File: src/rtl/ahb_pkg.sv
// ahb_pkg: AHB-lite encodings and the frame reader state type
package ahb_pkg;
  localparam logic [1:0] HTRANS_IDLE   = 2'b00;
  localparam logic [1:0] HTRANS_BUSY   = 2'b01;
  localparam logic [1:0] HTRANS_NONSEQ = 2'b10;
  localparam logic [1:0] HTRANS_SEQ    = 2'b11;
  localparam logic [2:0] HBURST_SINGLE = 3'b000;
  localparam logic [2:0] HBURST_INCR4  = 3'b011;
  localparam logic [2:0] HSIZE_WORD    = 3'b010;
  localparam logic       HRESP_OKAY    = 1'b0;
  localparam logic       HRESP_ERROR   = 1'b1;
  typedef enum logic [2:0] {
    S_IDLE,
    S_WAIT_SPACE,
    S_REQ,
    S_ADDR,
    S_DATA_LAST
  } rd_state_e;
endpackage

File: src/rtl/word_fifo.sv
// word_fifo: word FIFO with wrap-bit pointers and a registered head word
module word_fifo #(
  parameter int BUSWIDTH   = 32,
  parameter int FIFO_DEPTH = 8
) (
  input  logic                          clk,
  input  logic                          n_rst,
  input  logic                          push_i,
  input  logic [BUSWIDTH-1:0]           wdata_i,
  input  logic                          pop_i,
  output logic [BUSWIDTH-1:0]           rdata_o,
  output logic                          full_o,
  output logic                          empty_o,
  output logic [$clog2(FIFO_DEPTH):0]   count_o
);
  localparam int AW = $clog2(FIFO_DEPTH);
  logic [BUSWIDTH-1:0] mem_q [FIFO_DEPTH];
  logic [AW:0]         wr_q, rd_q, rd_d;
  logic [BUSWIDTH-1:0] head_q, head_d;
  logic                do_push, do_pop;
  assign count_o = wr_q - rd_q;
  assign empty_o = wr_q == rd_q;
  assign full_o  = wr_q == {~rd_q[AW], rd_q[AW-1:0]};
  assign do_push = push_i && !full_o;
  assign do_pop  = pop_i && !empty_o;
  assign rdata_o = head_q;
  // The head register bypasses the write port when the pushed word becomes the new head.
  always_comb begin
    rd_d   = rd_q + (AW+1)'(do_pop);
    head_d = (do_push && wr_q == rd_d) ? wdata_i : do_pop ? mem_q[rd_d[AW-1:0]] : head_q;
  end
  always_ff @(posedge clk) begin
    if (!n_rst) begin
      wr_q   <= '0;
      rd_q   <= '0;
      head_q <= '0;
    end else begin
      wr_q   <= wr_q + (AW+1)'(do_push);
      rd_q   <= rd_d;
      head_q <= head_d;
    end
  end
  always_ff @(posedge clk) begin
    if (do_push) mem_q[wr_q[AW-1:0]] <= wdata_i;
  end
endmodule

File: src/rtl/ahb_frame_reader.sv
// ahb_frame_reader: AHB INCR4 read engine feeding a word FIFO to a valid/ready pixel stream
module ahb_frame_reader
  import ahb_pkg::*;
#(
  parameter int BUSWIDTH   = 32,
  parameter int FIFO_DEPTH = 8,
  parameter int BURST_LEN  = 4
) (
  input  logic                ahb_hclk,
  input  logic                n_rst,
  input  logic                start,
  input  logic [BUSWIDTH-1:0] base_addr,
  input  logic [13:0]         num_bursts,
  output logic                busy,
  output logic                done,
  output logic                error,
  output logic                ahb_hbusreq,
  input  logic                ahb_hgrant,
  output logic [BUSWIDTH-1:0] ahb_haddr,
  output logic [1:0]          ahb_htrans,
  output logic [2:0]          ahb_hburst,
  output logic [2:0]          ahb_hsize,
  output logic                ahb_hwrite,
  input  logic [BUSWIDTH-1:0] ahb_hrdata,
  input  logic                ahb_hready,
  input  logic                ahb_hresp,
  output logic [BUSWIDTH-1:0] pix_data,
  output logic                pix_valid,
  input  logic                pix_ready
);
  localparam logic [1:0] LAST_BEAT = 2'(BURST_LEN - 1);
  rd_state_e                   state_q, state_d;
  logic [BUSWIDTH-1:0]         addr_q, addr_d;
  logic [13:0]                 rem_q, rem_d;
  logic [1:0]                  beat_q, beat_d;
  logic                        dph_q, dph_d;
  logic                        done_q, done_d;
  logic                        err_q, err_d;
  logic                        abort, push, space_ok, fifo_full, fifo_empty;
  logic [$clog2(FIFO_DEPTH):0] fifo_count;
  assign abort    = dph_q && ahb_hresp == HRESP_ERROR;
  assign push     = dph_q && ahb_hready && ahb_hresp == HRESP_OKAY;
  assign space_ok = (FIFO_DEPTH - int'(fifo_count)) >= BURST_LEN;
  always_comb begin
    state_d = state_q;
    addr_d  = addr_q;
    rem_d   = rem_q;
    beat_d  = beat_q;
    dph_d   = ahb_hready ? 1'b0 : dph_q;
    done_d  = 1'b0;
    err_d   = err_q;
    unique case (state_q)
      S_IDLE: if (start) begin
        addr_d  = base_addr & ~(BUSWIDTH'(4'hF));
        rem_d   = num_bursts;
        err_d   = 1'b0;
        done_d  = num_bursts == '0;
        state_d = num_bursts == '0 ? S_IDLE : S_WAIT_SPACE;
      end
      S_WAIT_SPACE: state_d = space_ok ? S_REQ : S_WAIT_SPACE;
      S_REQ: if (ahb_hgrant && ahb_hready) begin
        state_d = S_ADDR;
        beat_d  = '0;
      end
      S_ADDR: if (abort) begin
        err_d   = 1'b1;
        done_d  = 1'b1;
        dph_d   = 1'b0;
        state_d = S_IDLE;
      end else if (ahb_hready) begin
        dph_d   = 1'b1;
        beat_d  = beat_q + 2'd1;
        state_d = beat_q == LAST_BEAT ? S_DATA_LAST : S_ADDR;
      end
      S_DATA_LAST: if (abort) begin
        err_d   = 1'b1;
        done_d  = 1'b1;
        dph_d   = 1'b0;
        state_d = S_IDLE;
      end else if (ahb_hready) begin
        rem_d   = rem_q - 14'd1;
        addr_d  = addr_q + BUSWIDTH'(BURST_LEN * 4);
        done_d  = rem_q == 14'd1;
        state_d = rem_q == 14'd1 ? S_IDLE : S_WAIT_SPACE;
      end
      default: state_d = S_IDLE;
    endcase
  end
  always_ff @(posedge ahb_hclk) begin
    if (!n_rst) begin
      state_q <= S_IDLE;
      addr_q  <= '0;
      rem_q   <= '0;
      beat_q  <= '0;
      dph_q   <= 1'b0;
      done_q  <= 1'b0;
      err_q   <= 1'b0;
    end else begin
      state_q <= state_d;
      addr_q  <= addr_d;
      rem_q   <= rem_d;
      beat_q  <= beat_d;
      dph_q   <= dph_d;
      done_q  <= done_d;
      err_q   <= err_d;
    end
  end
  assign busy        = state_q != S_IDLE;
  assign done        = done_q;
  assign error       = err_q;
  assign ahb_hbusreq = state_q == S_REQ || state_q == S_ADDR;
  assign ahb_htrans  = state_q != S_ADDR ? HTRANS_IDLE : beat_q == '0 ? HTRANS_NONSEQ : HTRANS_SEQ;
  assign ahb_hburst  = state_q == S_ADDR ? HBURST_INCR4 : HBURST_SINGLE;
  assign ahb_haddr   = state_q == S_ADDR ? addr_q + BUSWIDTH'({beat_q, 2'b00}) : '0;
  assign ahb_hsize   = HSIZE_WORD;
  assign ahb_hwrite  = 1'b0;
  assign pix_valid   = !fifo_empty;
  word_fifo #(
    .BUSWIDTH  (BUSWIDTH),
    .FIFO_DEPTH(FIFO_DEPTH)
  ) u_fifo (
    .clk    (ahb_hclk),
    .n_rst  (n_rst),
    .push_i (push),
    .wdata_i(ahb_hrdata),
    .pop_i  (pix_valid && pix_ready),
    .rdata_o(pix_data),
    .full_o (fifo_full),
    .empty_o(fifo_empty),
    .count_o(fifo_count)
  );
endmodule

File: config.mk
export PLATFORM = sky130hd
export DESIGN_NAME = ahb_frame_reader
export DESIGN_NICKNAME = d
export VERILOG_FILES = /design/src/rtl/ahb_pkg.sv /design/src/rtl/word_fifo.sv /design/src/rtl/ahb_frame_reader.sv
export SDC_FILE = /design/constraint.sdc
export NUM_CORES = 1
export LEC_CHECK = 0
export CORE_ASPECT_RATIO = 0.5
export CORE_MARGIN = 1.5
export CORE_UTILIZATION = 30
export CTS_BUF_LIST = sky130_fd_sc_hd__clkbuf_4
export CTS_CLUSTER_DIAMETER = 200
export DETAILED_ROUTE_END_ITERATION = 16
export PLACE_DENSITY = 0.45
export SYNTH_ARGS = -nofsm -noshare
export SYNTH_HDL_FRONTEND = slang
export SYNTH_SLANG_ARGS = --single-unit
File: constraint.sdc
create_clock -name ahb_hclk -period 10.3 [get_ports ahb_hclk]
set_clock_uncertainty 0.15 [all_clocks]
set_input_delay 2.06 -clock ahb_hclk [delete_from_list [all_inputs] [get_ports ahb_hclk]]
set_output_delay 2.06 -clock ahb_hclk [all_outputs]
set_load 0.005 [all_outputs]
==> results of run 1 <==
==> synth_stat cells, types with 18 or more instances <==
library cell	n	area [um^2]
dfxtp_1	90	1800
edfxtp_1	256	7690
a21oi_1	79	395
nand3_1	21	105
a221oi_1	34	298
and3_1	37	231
nor2_1	66	248
a22oi_1	72	541
buf_2	35	175
nand2_1	40	150
mux2i_1	128	1280
clkbuf_1	45	169
inv_1	18	67.6
o21ai_0	60	300
==> routing by layer <==
metal	up-vias	routed length [um]
li1	4962	-
met1	5173	18800
met2	279	20100
met3	77	2080
met4	2	830
met5	-	11
==> worst max-delay path by stage <==
stage                                     to  slack [ps]  cells after the start
final                          ahb_hburst[0]        4330                      4
after floorplan           u_fifo.mem_q[1][0]        4760                      5
after global routing           ahb_hburst[1]        4000                      4
after CTS                      ahb_htrans[1]        4250                      4
after detailed placement  u_fifo.rdata_o[12]        3590                     11
after global placement    u_fifo.rdata_o[20]        3630                     11
==> sequential cells by signal (all words and copies together), names as in the netlist, 2 cells and up <==
signal / cells
u_fifo.mem_q: 256
beat_q: 2
state_q: 3
u_fifo.rdata_o: 32
addr_q: 28
u_fifo.rd_q: 4
rem_q: 14
u_fifo.wr_q: 4
==> metrics by stage <==
stage | std cells | util | instance area, um^2
2_1_floorplan | 1182 | - | 15100
3_3_place_gp | 1907 | 0.351 | 17200
3_5_place_dp | 1907 | 0.351 | 17200
4_1_cts | 2063 | 0.374 | 18300
5_1_grt | 2064 | 0.374 | 18300
6_report | 2064 | 0.374 | 18300
==> power by group through the flow <==
stage / logic, uW / registers, uW / clock network (uW)
2_1_floorplan: 103 / 1560 / 0
3_3_place_gp: 173 / 1570 / 0
3_5_place_dp: 177 / 1570 / 0
4_1_cts: 177 / 1530 / 1260
5_1_grt: 195 / 1540 / 1330
6_report: 176 / 1540 / 1210
==> kinds of logic after synthesis <==
group / synth area share
XOR/XNOR: 0.00690
AND/OR/NAND/NOR: 0.0909
multiplexers: 0.0866
AO/OA/AOI/OAI: 0.138
buffers and inverters: 0.0351
adder cells (fa/ha/maj): 0.0113
other: 0.000499
flip-flops: 0.630
==> worst reg2reg max path: cells and delay by family (launching register included) <==
kind | cells | cell delay (ps)
buf+inv | 4 | 1920
fa+ha+maj | 3 | 1440
compound gates | 4 | 780
flops | 1 | 480
mux | 1 | 240
simple gates | 1 | 130
==> area by class of cell <==
class                      count  area, um^2
fill                        4708       30700
sequential                   346        9490
multi-input combinational    722        5150
timing repair buffer         172        1660
clock buffer                 130         976
tap                          649         812
clock inverter                26         179
inverter                      18        67.6
antenna                        1        2.50
==> metrics, run 1 <==
Crit. Startpoint state_q[1]; reg-to-reg slack, setup 5100 ps; Cells after Synth 1177; die height 161 um; clock latency at the later pin of the worst-skew pair 750 ps; top fanout value on the critical path 28; area grow syn2layout 21.8%; Switching Fraction 0.240; most common cell after layout, fill and taps aside edfxtp_1; Sum Neg Setup Slack 0 ps; Initial Util 0.307; wire length per cell after detailed routing 20.3 um; WL final 41.9 mm; DR vias/cell 5.08; clock sink count 346; Slowest-stage cell, CP nor2b_2; Comb power frac 0.060; Syn Area/Cell 12.8 um^2; FFs w/ async S/R, synth 0; share of cells above drive strength 1 0.144; internal power 2220 uW; unrepaired setup endpoints after global routing false; Max Cap Viol 0; Seq pwr share 0.526; Final HPWL DP 22.4 mm; FF-to-FF End u_fifo.rdata_o[20]; worst reg-to-reg path cell count 13; Critical Path RT 8090 ps; CTS tree done; initial antenna violation count 2; cts bufs inserted 86; DR pass1 iterations 5; Final Cycle Share 0.580; Tot Pwr 2920 uW; nature of the critical path endpoint output pin; pre-CTS setup slack 3590 ps; worst reg2reg startpoint u_fifo.rd_q[1]; post_cts resized 0; Post-DRT Antenna Nets 0; max-slew violations 0; delay-heaviest family, CP simple AND/OR/NAND/NOR gates; Synth cell types 73; met1 GRT Util 0.207; Post-CTS Setup Inserts 0; min Tclk post-route 5970 ps; Pleak 0.00586 uW; relative slew slack 0.241; die area 0.0516 mm^2; die width 320 um; initial DRC count 666; met3 Usage GRT 0.0385; Max stage delay on crit path 970 ps; area of the core 0.0490 mm^2; drt drc 0; grt ovf 0; worst slew pin tran 1140 ps; Bufs and invs on worst path 2; critical path startpoint category flop; Pwr Density 159 mW/mm^2; Root Driver clkbuf_4; Main synth FF type edfxtp_1; number of port buffers 151; Critical Path AT 3760 ps; Warnings, synthesis 0; crit-path cells nor2b_2 -> nand2_1 -> inv_1 -> clkdlybuf4s50_1; HP Class reg -> reg; Worst Hold End beat_q[1]; status finished, final reports clean; io pins 163; sequential share of the synthesized area 0.630; gr busiest metal met2; Hold Slack 358 ps; Reg clk slew, reported paths 70 ps; hold_sp beat_q[1]; Max clock buf depth 3; Hold Violations, Final 0; largest net degree at the start of global routing 83; hold buffers post-CTS 0; NetSw 700 uW; most frequent cells in the layout edfxtp_1, clkdlybuf4s50_1, clkbuf_4; global placer's final weighted congestion 0.751; CP Class reg -> out; EDFF count, synth 256; Setup-failing EPs final 0; Max Clock Freq 0.167 GHz; Final nets 1444; site row count 57; clock power share 0.414; cell count of the worst hold path 2; #FFs+latches synth 346; M2 GR Usage 0.269; first-pass GRT wire length 63.4 mm; final setup margin 4330 ps; Cell Area, Synth 0.0151 mm^2; Vias 10500; vias in the first global route 10700; worst vdd ir 0.0000600 V; total track usage 0.161; H-Tree Depth 3
Note: power is estimated with default switching activity, not from simulation.
==> inputs of run 2 (changes only) <==
==> constraint.sdc (replaced) <==
create_clock -name ahb_hclk -period 5.76 [get_ports ahb_hclk]
set_clock_uncertainty 0.15 [all_clocks]
set_input_delay 1.152 -clock ahb_hclk [delete_from_list [all_inputs] [get_ports ahb_hclk]]
set_output_delay 1.152 -clock ahb_hclk [all_outputs]
set_load 0.005 [all_outputs]
==> run 2 against run 1 <==
  * Count of clock-buffer cells in the layout grew 3
  * Die area is the same
  * Combinational power grew 80%
  * Final cell count grew 0.39%
  * Critical path depth is the same
  * Core utilization grew 0.22 points
  * Design area grew 0.59%
  * Clock power grew 74%
  * Sequential share of layout area shrank 0.30 points
  * Flip-flop and latch count is the same
  * Worst setup slack lost 2600 ps
  * Sequential power grew 79%
  * Largest power group unchanged
  * Highest routed layer is now met4
==> metrics, run 2 (synthesis gave the netlist of run 1 again) <==
status finished, final reports clean; Bufs and invs on worst path 2; unrepaired setup endpoints after global routing false; DR vias/cell 5.03; clock latency at the later pin of the worst-skew pair 740 ps; grt ovf 0; relative slew slack 0.275; crit-path cells nor2b_2 -> nand2_1 -> inv_1 -> clkdlybuf4s50_1; drt drc 0; met3 WL post-DR 2.03 mm; Critical Path AT 2690 ps; DRT met1 WL 19.3 mm; initial antenna violation count 1; fin area 0.0184 mm^2; io pins 163; Vias 10400; Pleak 0.00589 uW; clock sink count 346; total track usage 0.160; Post-CTS Setup Inserts 0; Max Clock Freq 0.251 GHz; Post-DRT Antenna Nets 0; Reg clk slew, reported paths 60 ps; Setup-failing EPs final 0; area of the core 0.0490 mm^2; Max stage delay on crit path 590 ps; wire length per cell after detailed routing 20.1 um; hold buffers post-CTS 0; HP Class reg -> reg; min Tclk post-route 3990 ps; number of port buffers 151; Max clock buf depth 3; Filler Cell Count 4668; die height 161 um; max-slew violations 0; Final Cycle Share 0.693; DR pass1 iterations 5; reg-to-reg slack, setup 2000 ps; post_cts resized 0; most common cell after layout, fill and taps aside edfxtp_1; Final HPWL DP 23.5 mm; area grow syn2layout 22.5%; Root Driver clkbuf_4; CTS tree done; Pwr Density 281 mW/mm^2; largest net degree at the start of global routing 83; worst vdd ir 0.000117 V; delay-heaviest family, CP buffers and inverters; nature of the critical path endpoint output pin; Final nets 1449; initial DRC count 551; die area 0.0516 mm^2; Critical Path RT 4460 ps; Sum Neg Setup Slack 0 ps; worst slew pin tran 1090 ps; critical path startpoint category flop; max reg flops 256; Initial Util 0.307; Tot Pwr 5180 uW; die width 320 um; placed instance count 1912; metal2 WL 19.6 mm; global placer's final weighted congestion 0.772; WL final 41.6 mm; share of cells above drive strength 1 0.146; first-pass GRT wire length 63.1 mm; H-Tree Depth 3; Slowest-stage cell, CP dfxtp_1; Area after DPL 0.0173 mm^2; site row count 57; vias in the first global route 10700; most frequent cells in the layout edfxtp_1, clkdlybuf4s50_1, clkbuf_4; Max Cap Viol 0; top fanout value on the critical path 12; final std cells w/o fill 2072; CP Class reg -> out; Top Metal Used met4; Hold Violations, Final 0; cts bufs inserted 86
run 2: power by group:
group          internal, uW  switching, uW
logic                   139            177
clock network          1100           1010
registers              2700           43.6
run 2: per-stage QoR:
stage           util  hold WS [ps]  setup slack [ps]
3_3_place_gp   0.353           318              1450
5_1_grt        0.377           377              1540
6_report       0.377           335              1770
4_1_cts        0.376           337              1650
3_5_place_dp   0.353           322              1410
2_1_floorplan      -           302              1130
run 2: final timing paths:
| path | from | end | depth (start not counted) |
|---|---|---|---|
| max | state_q[1] | ahb_hburst[0] | 4 |
| min | addr_q[16] | addr_q[16] | 2 |
| max reg2reg | u_fifo.rd_q[1] | u_fifo.rdata_o[26] | 13 |
| min reg2reg | addr_q[16] | addr_q[16] | 2 |
run 2: per-layer routing:
metal / track usage / up-vias
met5: 0 / -
met3: 0.0394 / 57
li1: - / 4980
met2: 0.258 / 260
met4: 0.0485 / 0
met1: 0.213 / 5120
run 2: worst register-to-register path, stage by stage (launching register included):
cell and delay [ps]:
dfxtp_1 480, inv_1 90, ha_1 320, nand3_1 130, o21ai_4 140, inv_1 50
ha_1 220, ha_4 770, xor2_1 200, nor2_1 70, nand4_1 90, buf_4 630
o21ai_0 190, a21oi_1 160
run 2: final cells by class:
class | count | area (um^2) | share of cell area
Multi-Input combinational cell | 722 | 5150 | 0.279
Antenna cell | 1 | 2.50 | 0.000136
Sequential cell | 346 | 9490 | 0.514
Inverter | 18 | 67.6 | 0.00366
Clock inverter | 26 | 141 | 0.00766
Timing Repair Buffer | 177 | 1790 | 0.0970
Tap cell | 649 | 812 | 0.0440
Clock buffer | 133 | 998 | 0.0541
